===== config.mk =====
export PLATFORM = sky130hd
export DESIGN_NAME = multicycle_control_flat
export DESIGN_NICKNAME = d
export VERILOG_FILES = /design/src/rtl/multicycle_control_pkg.sv /design/src/rtl/multicycle_control_if.sv /design/src/rtl/multicycle_control_op_decode.sv /design/src/rtl/multicycle_control.sv /design/src/flat_wrapper.sv
export SDC_FILE = /design/constraint.sdc
export NUM_CORES = 1
export LEC_CHECK = 0
export CAP_MARGIN = 20
export CORE_UTILIZATION = 41
export CTS_CLUSTER_DIAMETER = 40
export DETAILED_ROUTE_END_ITERATION = 6
export GPL_TIMING_DRIVEN = 0
export HOLD_SLACK_MARGIN = 0.12
export PLACE_DENSITY = 0.95
export SLEW_MARGIN = 20
export SYNTH_ARGS = -nofsm -noshare
export SYNTH_HDL_FRONTEND = slang
export SYNTH_HIERARCHICAL = 1
export SYNTH_SLANG_ARGS = --single-unit

===== constraint.sdc =====
create_clock -name clk -period 7.45 [get_ports clk]
set_clock_uncertainty 0.05 [all_clocks]
set_input_delay 1.49 -clock clk [delete_from_list [all_inputs] [get_ports clk]]
set_output_delay 1.49 -clock clk [all_outputs]
set_load 0.02 [all_outputs]

===== src/rtl/multicycle_control_pkg.sv =====
// rtl/multicycle_control_pkg.sv - shared opcodes, encodings and FSM state type
package multicycle_control_pkg;

    localparam logic [6:0] OPC_LOAD   = 7'b0000011;
    localparam logic [6:0] OPC_OP_IMM = 7'b0010011;
    localparam logic [6:0] OPC_AUIPC  = 7'b0010111;
    localparam logic [6:0] OPC_STORE  = 7'b0100011;
    localparam logic [6:0] OPC_OP     = 7'b0110011;
    localparam logic [6:0] OPC_LUI    = 7'b0110111;
    localparam logic [6:0] OPC_BRANCH = 7'b1100011;
    localparam logic [6:0] OPC_JALR   = 7'b1100111;
    localparam logic [6:0] OPC_JAL    = 7'b1101111;

    localparam logic [3:0] ALU_OP_ADD    = 4'b0000;
    localparam logic [3:0] ALU_OP_BRANCH = 4'b1000;

    localparam logic [1:0] PC_SRC_PLUS4  = 2'd0;
    localparam logic [1:0] PC_SRC_TARGET = 2'd1;
    localparam logic [1:0] PC_SRC_JALR   = 2'd2;

    localparam logic [1:0] CAUSE_NONE    = 2'd0;
    localparam logic [1:0] CAUSE_ILLEGAL = 2'd1;
    localparam logic [1:0] CAUSE_TIMEOUT = 2'd2;

    typedef enum logic [2:0] {
        ST_FETCH,
        ST_DECODE,
        ST_EXECUTE,
        ST_MEM,
        ST_WRITEBACK,
        ST_TRAP
    } state_e;

    typedef enum logic [3:0] {
        CLS_OP,
        CLS_OP_IMM,
        CLS_LUI,
        CLS_AUIPC,
        CLS_LOAD,
        CLS_STORE,
        CLS_BRANCH,
        CLS_JAL,
        CLS_JALR,
        CLS_ILLEGAL
    } op_class_e;

endpackage


===== src/rtl/multicycle_control_if.sv =====
// rtl/multicycle_control_if.sv - control-to-datapath/memory signal bundle
interface multicycle_control_if #(
    parameter int XLEN = 32
);
    logic [XLEN-1:0] instr;
    logic            mem_ready;
    logic            branch_taken;
    logic            mem_req;
    logic            mem_we;
    logic            ir_load;
    logic            pc_write;
    logic [1:0]      pc_src;
    logic [3:0]      alu_op;
    logic            alu_src;
    logic            mem_to_reg;
    logic            reg_write;
    logic            trap;
    logic [1:0]      trap_cause;

    modport master (
        input  instr, mem_ready, branch_taken,
        output mem_req, mem_we, ir_load, pc_write, pc_src, alu_op,
               alu_src, mem_to_reg, reg_write, trap, trap_cause
    );

    modport slave (
        output instr, mem_ready, branch_taken,
        input  mem_req, mem_we, ir_load, pc_write, pc_src, alu_op,
               alu_src, mem_to_reg, reg_write, trap, trap_cause
    );
endinterface


===== src/rtl/multicycle_control_op_decode.sv =====
// rtl/multicycle_control_op_decode.sv - opcode class, ALU op, operand select and legality
module op_decode
    import multicycle_control_pkg::*;
(
    input  logic [6:0] i_opcode,
    input  logic [2:0] i_funct3,
    input  logic       i_bit30,
    output op_class_e  o_class,
    output logic [3:0] o_alu_op,
    output logic       o_alu_src,
    output logic       o_legal
);
    always_comb begin
        o_class = CLS_ILLEGAL;
        case (i_opcode)
            OPC_OP:     o_class = CLS_OP;
            OPC_OP_IMM: o_class = CLS_OP_IMM;
            OPC_LUI:    o_class = CLS_LUI;
            OPC_AUIPC:  o_class = CLS_AUIPC;
            OPC_LOAD:   o_class = CLS_LOAD;
            OPC_STORE:  o_class = CLS_STORE;
            OPC_BRANCH: o_class = CLS_BRANCH;
            OPC_JAL:    o_class = CLS_JAL;
            OPC_JALR:   o_class = CLS_JALR;
            default:    o_class = CLS_ILLEGAL;
        endcase
    end

    // Immediate forms only carry a real bit 30 for the right shifts (SRLI/SRAI).
    always_comb begin
        o_alu_op = ALU_OP_ADD;
        case (o_class)
            CLS_OP:     o_alu_op = {i_bit30, i_funct3};
            CLS_OP_IMM: o_alu_op = {(i_funct3 == 3'b101) & i_bit30, i_funct3};
            CLS_BRANCH: o_alu_op = ALU_OP_BRANCH;
            default:    o_alu_op = ALU_OP_ADD;
        endcase
    end

    assign o_alu_src = !((o_class == CLS_OP) || (o_class == CLS_BRANCH));
    assign o_legal   = (o_class != CLS_ILLEGAL);
endmodule


===== src/rtl/multicycle_control.sv =====
// rtl/multicycle_control.sv - multicycle RV32 control FSM with bus-wait timeout trap
module multicycle_control
    import multicycle_control_pkg::*;
#(
    parameter int XLEN       = 32,
    parameter int WAIT_LIMIT = 15
) (
    input logic                  clk,
    input logic                  rst_n,
    multicycle_control_if.master bus
);
    localparam int WAIT_W = ($clog2(WAIT_LIMIT + 1) > 4) ? $clog2(WAIT_LIMIT + 1) : 4;
    localparam logic [WAIT_W-1:0] WAIT_MAX = WAIT_W'(WAIT_LIMIT);

    state_e            r_state, w_next;
    logic [WAIT_W-1:0] r_wait;
    logic [1:0]        r_cause;

    logic [XLEN-1:0] w_instr;
    logic            w_unused_instr_bits;
    op_class_e       w_class;
    logic [3:0]      w_alu_op;
    logic            w_alu_src, w_legal;
    logic            w_mem_req, w_mem_we, w_ir_load, w_pc_write;
    logic            w_mem_to_reg, w_reg_write, w_trap, w_set_cause;
    logic [1:0]      w_pc_src, w_cause;
    logic            w_at_limit, w_count;

    assign w_instr             = bus.instr;
    assign w_unused_instr_bits = ^{w_instr[XLEN-1:31], w_instr[29:15], w_instr[11:7]};

    op_decode u_op_decode (
        .i_opcode  (w_instr[6:0]),
        .i_funct3  (w_instr[14:12]),
        .i_bit30   (w_instr[30]),
        .o_class   (w_class),
        .o_alu_op  (w_alu_op),
        .o_alu_src (w_alu_src),
        .o_legal   (w_legal)
    );

    // A ready on the cycle the counter sits at the limit still wins over the timeout.
    assign w_at_limit = (r_wait == WAIT_MAX) && !bus.mem_ready;
    assign w_count    = ((r_state == ST_FETCH) || (r_state == ST_MEM))
                        && !bus.mem_ready && (w_next == r_state);

    always_comb begin
        w_next       = r_state;
        w_mem_req    = 1'b0;
        w_mem_we     = 1'b0;
        w_ir_load    = 1'b0;
        w_pc_write   = 1'b0;
        w_pc_src     = PC_SRC_PLUS4;
        w_mem_to_reg = 1'b0;
        w_reg_write  = 1'b0;
        w_trap       = 1'b0;
        w_set_cause  = 1'b0;
        w_cause      = CAUSE_NONE;
        case (r_state)
            ST_FETCH: begin
                w_mem_req = 1'b1;
                if (bus.mem_ready) begin
                    w_ir_load = 1'b1;
                    w_next    = ST_DECODE;
                end else if (w_at_limit) begin
                    w_next      = ST_TRAP;
                    w_set_cause = 1'b1;
                    w_cause     = CAUSE_TIMEOUT;
                end
            end
            ST_DECODE: begin
                if (w_legal) begin
                    w_next = ST_EXECUTE;
                end else begin
                    w_next      = ST_TRAP;
                    w_set_cause = 1'b1;
                    w_cause     = CAUSE_ILLEGAL;
                end
            end
            ST_EXECUTE: begin
                case (w_class)
                    CLS_LOAD, CLS_STORE: w_next = ST_MEM;
                    CLS_BRANCH: begin
                        w_pc_write = bus.branch_taken;
                        w_pc_src   = PC_SRC_TARGET;
                        w_next     = ST_FETCH;
                    end
                    CLS_JAL: begin
                        w_pc_src = PC_SRC_TARGET;
                        w_next   = ST_WRITEBACK;
                    end
                    CLS_JALR: begin
                        w_pc_src = PC_SRC_JALR;
                        w_next   = ST_WRITEBACK;
                    end
                    default: w_next = ST_WRITEBACK;
                endcase
            end
            ST_MEM: begin
                w_mem_req = 1'b1;
                w_mem_we  = (w_class == CLS_STORE);
                if (bus.mem_ready) begin
                    if (w_class == CLS_STORE) begin
                        w_pc_write = 1'b1;
                        w_next     = ST_FETCH;
                    end else begin
                        w_next = ST_WRITEBACK;
                    end
                end else if (w_at_limit) begin
                    w_next      = ST_TRAP;
                    w_set_cause = 1'b1;
                    w_cause     = CAUSE_TIMEOUT;
                end
            end
            ST_WRITEBACK: begin
                w_reg_write  = 1'b1;
                w_mem_to_reg = (w_class == CLS_LOAD);
                w_pc_write   = 1'b1;
                w_pc_src     = (w_class == CLS_JAL)  ? PC_SRC_TARGET :
                               (w_class == CLS_JALR) ? PC_SRC_JALR   : PC_SRC_PLUS4;
                w_next       = ST_FETCH;
            end
            ST_TRAP: begin
                w_trap = 1'b1;
                w_next = ST_FETCH;
            end
            default: w_next = ST_FETCH;
        endcase
    end

    always_ff @(posedge clk or negedge rst_n) begin
        if (!rst_n) begin
            r_state <= ST_FETCH;
            r_wait  <= '0;
            r_cause <= CAUSE_NONE;
        end else begin
            r_state <= w_next;
            r_wait  <= w_count ? r_wait + 1'b1 : '0;
            if (w_set_cause) begin
                r_cause <= w_cause;
            end
        end
    end

    // Strobes are gated by rst_n so they fall the moment reset asserts, not at the next edge.
    assign bus.mem_req    = rst_n & w_mem_req;
    assign bus.mem_we     = rst_n & w_mem_we;
    assign bus.ir_load    = rst_n & w_ir_load;
    assign bus.pc_write   = rst_n & w_pc_write;
    assign bus.pc_src     = w_pc_src;
    assign bus.alu_op     = w_alu_op;
    assign bus.alu_src    = w_alu_src;
    assign bus.mem_to_reg = rst_n & w_mem_to_reg;
    assign bus.reg_write  = rst_n & w_reg_write;
    assign bus.trap       = rst_n & w_trap;
    assign bus.trap_cause = r_cause;
endmodule


===== src/flat_wrapper.sv =====
// flat-port wrapper written by rule: the top's interface ports become plain ports
module multicycle_control_flat import multicycle_control_pkg::*;
#(
    parameter int XLEN       = 32,
    parameter int WAIT_LIMIT = 15
)
  (clk, rst_n, bus_instr, bus_mem_ready, bus_branch_taken, bus_mem_req, bus_mem_we, bus_ir_load, bus_pc_write, bus_pc_src, bus_alu_op, bus_alu_src, bus_mem_to_reg, bus_reg_write, bus_trap, bus_trap_cause);
  multicycle_control_if #(.XLEN(XLEN)) bus_i ();
  input logic clk;
  input logic rst_n;
  input wire logic [$bits(bus_i.instr)-1:0] bus_instr;
  input wire logic [$bits(bus_i.mem_ready)-1:0] bus_mem_ready;
  input wire logic [$bits(bus_i.branch_taken)-1:0] bus_branch_taken;
  output wire logic [$bits(bus_i.mem_req)-1:0] bus_mem_req;
  output wire logic [$bits(bus_i.mem_we)-1:0] bus_mem_we;
  output wire logic [$bits(bus_i.ir_load)-1:0] bus_ir_load;
  output wire logic [$bits(bus_i.pc_write)-1:0] bus_pc_write;
  output wire logic [$bits(bus_i.pc_src)-1:0] bus_pc_src;
  output wire logic [$bits(bus_i.alu_op)-1:0] bus_alu_op;
  output wire logic [$bits(bus_i.alu_src)-1:0] bus_alu_src;
  output wire logic [$bits(bus_i.mem_to_reg)-1:0] bus_mem_to_reg;
  output wire logic [$bits(bus_i.reg_write)-1:0] bus_reg_write;
  output wire logic [$bits(bus_i.trap)-1:0] bus_trap;
  output wire logic [$bits(bus_i.trap_cause)-1:0] bus_trap_cause;
  assign bus_i.instr = bus_instr;
  assign bus_i.mem_ready = bus_mem_ready;
  assign bus_i.branch_taken = bus_branch_taken;
  assign bus_mem_req = bus_i.mem_req;
  assign bus_mem_we = bus_i.mem_we;
  assign bus_ir_load = bus_i.ir_load;
  assign bus_pc_write = bus_i.pc_write;
  assign bus_pc_src = bus_i.pc_src;
  assign bus_alu_op = bus_i.alu_op;
  assign bus_alu_src = bus_i.alu_src;
  assign bus_mem_to_reg = bus_i.mem_to_reg;
  assign bus_reg_write = bus_i.reg_write;
  assign bus_trap = bus_i.trap;
  assign bus_trap_cause = bus_i.trap_cause;
  multicycle_control #(.XLEN(XLEN), .WAIT_LIMIT(WAIT_LIMIT)) u_core (.clk(clk), .rst_n(rst_n), .bus(bus_i));
endmodule

# --- After elaboration in Yosys (flattened, before gate mapping) ---
# Index checks and enable logic that the tools add are counted.
totals:
  out_inout_bits: 16
  input_bits: 36
  regBits: 9
  wordCells: 81
classes:
  reduce_logical: 12
  add_sub_neg: 1
  n_bitwise: 8
  eq_ne: 24
  mux: 33
op_table:
  columns: ["cell", "count"]
  rows:
  - ["case mux 4 bit (9 select lines)", 1]
  - ["== test 7 x 6 -> 1 bit (second input constant)", 3]
  - ["== test 7 bit (second input constant)", 3]
  - ["== test 4 x 3 -> 1 bit (second input constant)", 4]
  - ["two-way mux 3 bit", 5]
  - ["== test 7 x 5 -> 1 bit (second input constant)", 2]
  - ["two-way mux 1 bit", 14]
  - ["case mux 2 bit (2 select lines)", 3]
  - ["case mux 3 bit (4 select lines)", 1]
  - ["case mux 4 bit (3 select lines)", 1]
  - ["== test 3 bit (second input constant)", 3]
  - ["AND 1 bit", 8]
  - ["== test 4 bit (second input constant)", 2]
  - ["two-way mux 2 bit", 4]
  - ["== test 7 x 2 -> 1 bit (second input constant)", 1]
  - ["== test 3 x 2 -> 1 bit (second input constant)", 2]
  - ["case mux 3 bit (2 select lines)", 1]
  - ["OR reduction 2 bit", 3]
  - ["adder 4 x 1 -> 4 bit (second input constant)", 1]
  - ["== test 4 x 1 -> 1 bit (second input constant)", 1]
  - ["zero test 4 bit", 1]
  - ["two-way mux 4 bit", 1]
  - ["inequality test 4 bit (second input constant)", 1]
  - ["== test 3 x 1 -> 1 bit (second input constant)", 1]
  - ["other kinds (7)", 11]

# --- Longest topological paths before layout ---
logic_depth:
  depth_word: 9
  mapped_depth: 8
  mapped_depth_nobuf: 7

# --- Modules after synthesis ---
# The synthesis kept the hierarchy.
modules_own_cells:
  columns: ["mod", "seq_area_each_um2", "cells_per_inst", "area_each_um2", "n_inst"]
  rows:
  - ["multicycle_control", 225.2, 74, 678.2, 1]
  - ["op_decode", 0.0, 37, 249.0, 1]

# --- Worst setup path after synthesis ---
# OpenSTA, ideal clock, no wires.
synth_path:
  path_type: "input to output"
  from: "input port bus_instr[3]"
  to: "output port bus_pc_src[0]"
  stages: 7
  t_arrival_ps: 3003
  setup_slack_ps: 2907
  t_required_ps: 5910
  path_buffers: 1
  cell_sequence: "buf_2 -> nor2_1 -> o21ai_0 -> a211oi_1 -> nor2b_1 -> nand2_1 -> nor3_1"
synth_between:
  elab_chain_len: 6
  word_cells_on_any_way: 17
  cone_classes: "12 x eq/ne; 4 x mux; 1 x reduce/logical"
synth_lines:
  columns: ["item", "line", "rtl"]
  rows:
  - ["from (decl)", "flat_wrapper.sv:11", "input wire logic [$bits(bus_i.instr)-1:0] bus_instr;"]
  - ["== test 7 bit, or another cell as far along", "multicycle_control_op_decode.sv:15", "case (i_opcode)"]
  - ["case mux 4 bit (9 select lines) *", "multicycle_control_op_decode.sv:15", null]
  - ["net u_core.w_class[2]", "multicycle_control.sv:21", "op_class_e w_class;"]
  - ["== test 4 x 3 -> 1 bit (on tied branches)", "multicycle_control.sv:81, multicycle_control.sv:119", null]
  - ["OR reduction 2 bit (no line)", null, null]
  - ["case mux 2 bit (2 select lines)", "multicycle_control.sv:81", "case (w_class)"]
  - ["case mux 2 bit (2 select lines) *", "multicycle_control.sv:59", "case (r_state)"]
  - ["to (decl)", "flat_wrapper.sv:18", "output wire logic [$bits(bus_i.pc_src)-1:0] bus_pc_src;"]
# Mark *: on every way through the listed nets, which the timed path passes. The rest lies on a longest branch.

# --- Final worst setup path ---
layout_path:
  from: "input port bus_instr[5]"
  to: "output port bus_pc_write"
layout_between:
  elab_chain_len: 7
  word_cells_on_any_way: 17
  cone_classes: "11 x eq/ne; 5 x mux; 1 x bitwise"
layout_lines:
  columns: ["item", "line", "rtl"]
  rows:
  - ["== test 7 bit, or another cell as far along", "multicycle_control_op_decode.sv:15", null]
  - ["case mux 4 bit (9 select lines) *", "multicycle_control_op_decode.sv:15", null]
  - ["net u_core.w_class[0]", "multicycle_control.sv:21", null]
  - ["== test 4 x 3 -> 1 bit", "multicycle_control.sv:103", "if (w_class == CLS_STORE) begin"]
  - ["two-way mux 1 bit", "multicycle_control.sv:103", null]
  - ["two-way mux 1 bit", "multicycle_control.sv:102", "if (bus.mem_ready) begin"]
  - ["case mux 1 bit (3 select lines) *", "multicycle_control.sv:59", null]
  - ["AND 1 bit *", "multicycle_control.sv:149", "assign bus.pc_write = rst_n & w_pc_write;"]
  - ["to (decl)", "flat_wrapper.sv:17", "output wire logic [$bits(bus_i.pc_write)-1:0] bus_pc_write;"]
# Marked as above.

==> impl_results.md <==
- Layout cells sized above 1: 15.6%
- CP Capture Type: output pin
- Antenna violations before repair: 0
- Drt via density: 5.60
- Critical Path Start Type: input pin
- Cts repair resizes: 0
- Worst-Margin Slew: 0.560 ns
- PwrDens: 176 mW/mm^2
- PortBufs: 26
- Kind of cell adding the most delay to the critical path: buffers and inverters
- Sequential Power Share: 29.7%
- Top cell type's share of synthesized area: 24.3%
- Post-Place Setup Slack: 1.83 ns
- Final Hold Viols: 0
- Mean post-synth cell area: 8.35 sq um
- Nets: 179
- Die area: 0.00246 sq mm
- Root Driver: clkbuf_4
- Synth area leader: dfrtp_1
- Overflow after GRT: 0
- Global-route wire length before repair: 3900 microns
- Largest net degree at the start of global routing: 15
- Clock Power Share: 16.6%
- Clock buffer depth: 2
- Crit path depth: 9
- Final Max Slew Viols: 0
- Sw power: 0.0877 mW
- Vias in the first global route: 859
- WHS: 0.449 ns
- Sw Share: 40.0%
- Commonest cells after routing, fill and taps aside: clkdlybuf4s50_1 (26), nor2_1 (12), dfrtp_1 (9), nand2_1 (8), o21ai_0 (7)
- Util after Layout: 61.1%
- Worst EP arrival: 4.07 ns
- Post-route insts no fill: 168
- Site row count: 16
- Slew headroom: 62.5%
- Ant. Diodes: 0
- Leakage power: 0.514 nW
- Crit path kind: in2out
- CTS Sinks: 9
- FF+latch count, synth: 9
- All-layer global routing usage: 20.2%
- Ports: 52
- Most Crowded Layer GR: met2
- Comb power frac: 53.7%
- GR Util met1: 26.2%
- Final setup margin: 1.84 ns
- Die span in x: 49.6 microns
- Syn nets: 148
- CTS tree: done
- RSZ-0062 raised after global routing: no
- CTS HTree Levels: 1
- Maximum clock rate: 178 MHz
- DRC Markers: 0
- CTS Buf Count: 3
- Met2 Use GR: 34.5%
- Starting Density: 45.4%
- Placer Congestion: 0.797
- WP buf/inv: 2
- Initial DRC Count: 26
- Post-CTS setup repair buffer count: 0
- Met3 usage: 4.94%
- Hold Path Class: reg2reg
- Required time worst endpoint: 5.91 ns
- Setup violators final: 0
- Syn. warnings: 6
- WHS Path Cells: 1
- Post-Route WL: 2250 microns
- Post-Syn Instances: 111
- Seq/Total Area, Yosys: 24.3%
- Clock Pin Slew Worst Setup and Hold Paths: 0.05 ns
- Synthesized area: 927 sq um
- Status: completed
- Cell Int Power: 0.132 mW
- Critical Path Max Stage Delay: 0.61 ns
- Clk_lat worst skew: 0.26 ns
- Cells after DPL: 164
- Synth top area cells: dfrtp_1 (24%), nor2_1 (4.9%), o21ai_0 (3.8%)
- Post-DP HPWL: 1780 microns
- Slowest stage cell, crit path: clkdlybuf4s50_1
- Fillers: 187
- Pre-antenna DRT Iters: 4
- Min Clock Period, post-route: 5.61 ns
- Cells on worst reg2reg path: 5
- Die Height: 49.6 microns
- Area growth, synth to finish: 34.5%
- Max rail drop VDD: 0.183 mV
- Max_cap viols: 0
- Worst Path Max Fanout: 8
- Core area: 0.00204 sq mm
- Post-DR wirelength/cell: 13.4 microns
- CP Cell Sequence: clkdlybuf4s50_1 > nor4_2 > a21oi_1 > or3_1 > nor2b_1 > a41oi_2 > o22ai_1 > and2_1 > clkdlybuf4s50_1
- Post-DRT Antenna Nets: 0
- DR vias: 941
- Setup TNS: 0 ns
- Synth cell types: 45
- CP most frequent cell: clkdlybuf4s50_1
- Most common cell after layout, fill and taps aside: clkdlybuf4s50_1
- Fin crit share: 75.3%
- Hold buffers post-CTS: 0
power groups by stage:
stage	Sequential (mW)	Combinational (mW)	Clock (mW)
2_1_floorplan	0.0642	0.0828	0
3_3_place_gp	0.0648	0.112	0
3_5_place_dp	0.0660	0.117	0
4_1_cts	0.0651	0.118	0.0377
5_1_grt	0.0663	0.128	0.0404
6_report	0.0652	0.118	0.0364
final timing paths:
path	slack [ns]	start	end
max	1.84	bus_instr[5]	bus_pc_write
min	0.45	u_core/r_wait[0]$_DFF_PN0_	u_core/r_wait[0]$_DFF_PN0_
max reg2reg	5.91	u_core/r_wait[0]$_DFF_PN0_	u_core/r_state[0]$_DFF_PN0_
min reg2reg	0.45	u_core/r_wait[0]$_DFF_PN0_	u_core/r_wait[0]$_DFF_PN0_
max in group asynchronous	5.43	rst_n	u_core/r_state[0]$_DFF_PN0_
min in group asynchronous	1.54	rst_n	u_core/r_wait[3]$_DFF_PN0_
flip-flops by register name, indices dropped and copies added (netlist names):
signal / count
u_core/r_state: 3
u_core/bus.trap_cause: 2
u_core/r_wait: 4
per-stage QoR:
step                power (mW)  area (sq um)
detailed placement       0.183          1220
floorplan                0.147           927
global route             0.235          1250
CTS                      0.221          1250
finish                   0.219          1250
global placement         0.177          1220
layer usage:
metal,vias to the layer above,share of wire [%]
li1,463,-
met1,454,44
met2,24,52
met3,0,4.2
met4,0,0
met5,-,0
Yosys cell counts (all sizes together):
cell	number
and2b	2
a211oi	3
or3	1
nor2b	5
nand4b	1
nor3b	1
a41oi	1
a31oi	2
mux2	2
nor4b	1
and3	4
xnor2	1
xor2	4
o31ai	1
o22ai	1
and3b	1
a21boi	1
nand2	8
o2111a	1
ha	1
nand3b	2
dfrtp	9
nand4	1
buf	7
nand3	4
a21o	2
and2	4
a311oi	1
nand2b	1
o2111ai	1
a21oi	5
o21ai	8
nor2	12
nor4	1
inv	4
nand4bb	1
and4bb	1
nor3	5
cell families (layout without fill, tap and decap cells):
logic type	Yosys count	after routing	synth area share (%)
multiplexers	2	2	2.83
AO/OA/AOI/OAI	27	27	20.1
XOR/XNOR	5	5	4.72
AND/OR/NAND/NOR	56	56	39.0
adder cells (fa/ha/maj)	1	1	1.35
flip-flops	9	9	24.3
buffers and inverters	11	41	7.69
layout make-up:
class | count | area [sq um] | area share, %
repair buffers | 26 | 260 | 20.9
inverters | 4 | 15.0 | 1.20
clock buffers | 4 | 26.3 | 2.11
well taps | 27 | 33.8 | 2.71
multi-input cells | 91 | 631 | 50.6
plain buffers | 7 | 56.3 | 4.51
flip-flops and latches | 9 | 225 | 18.1
No activity file was read; power rests on OpenSTA's default activity.
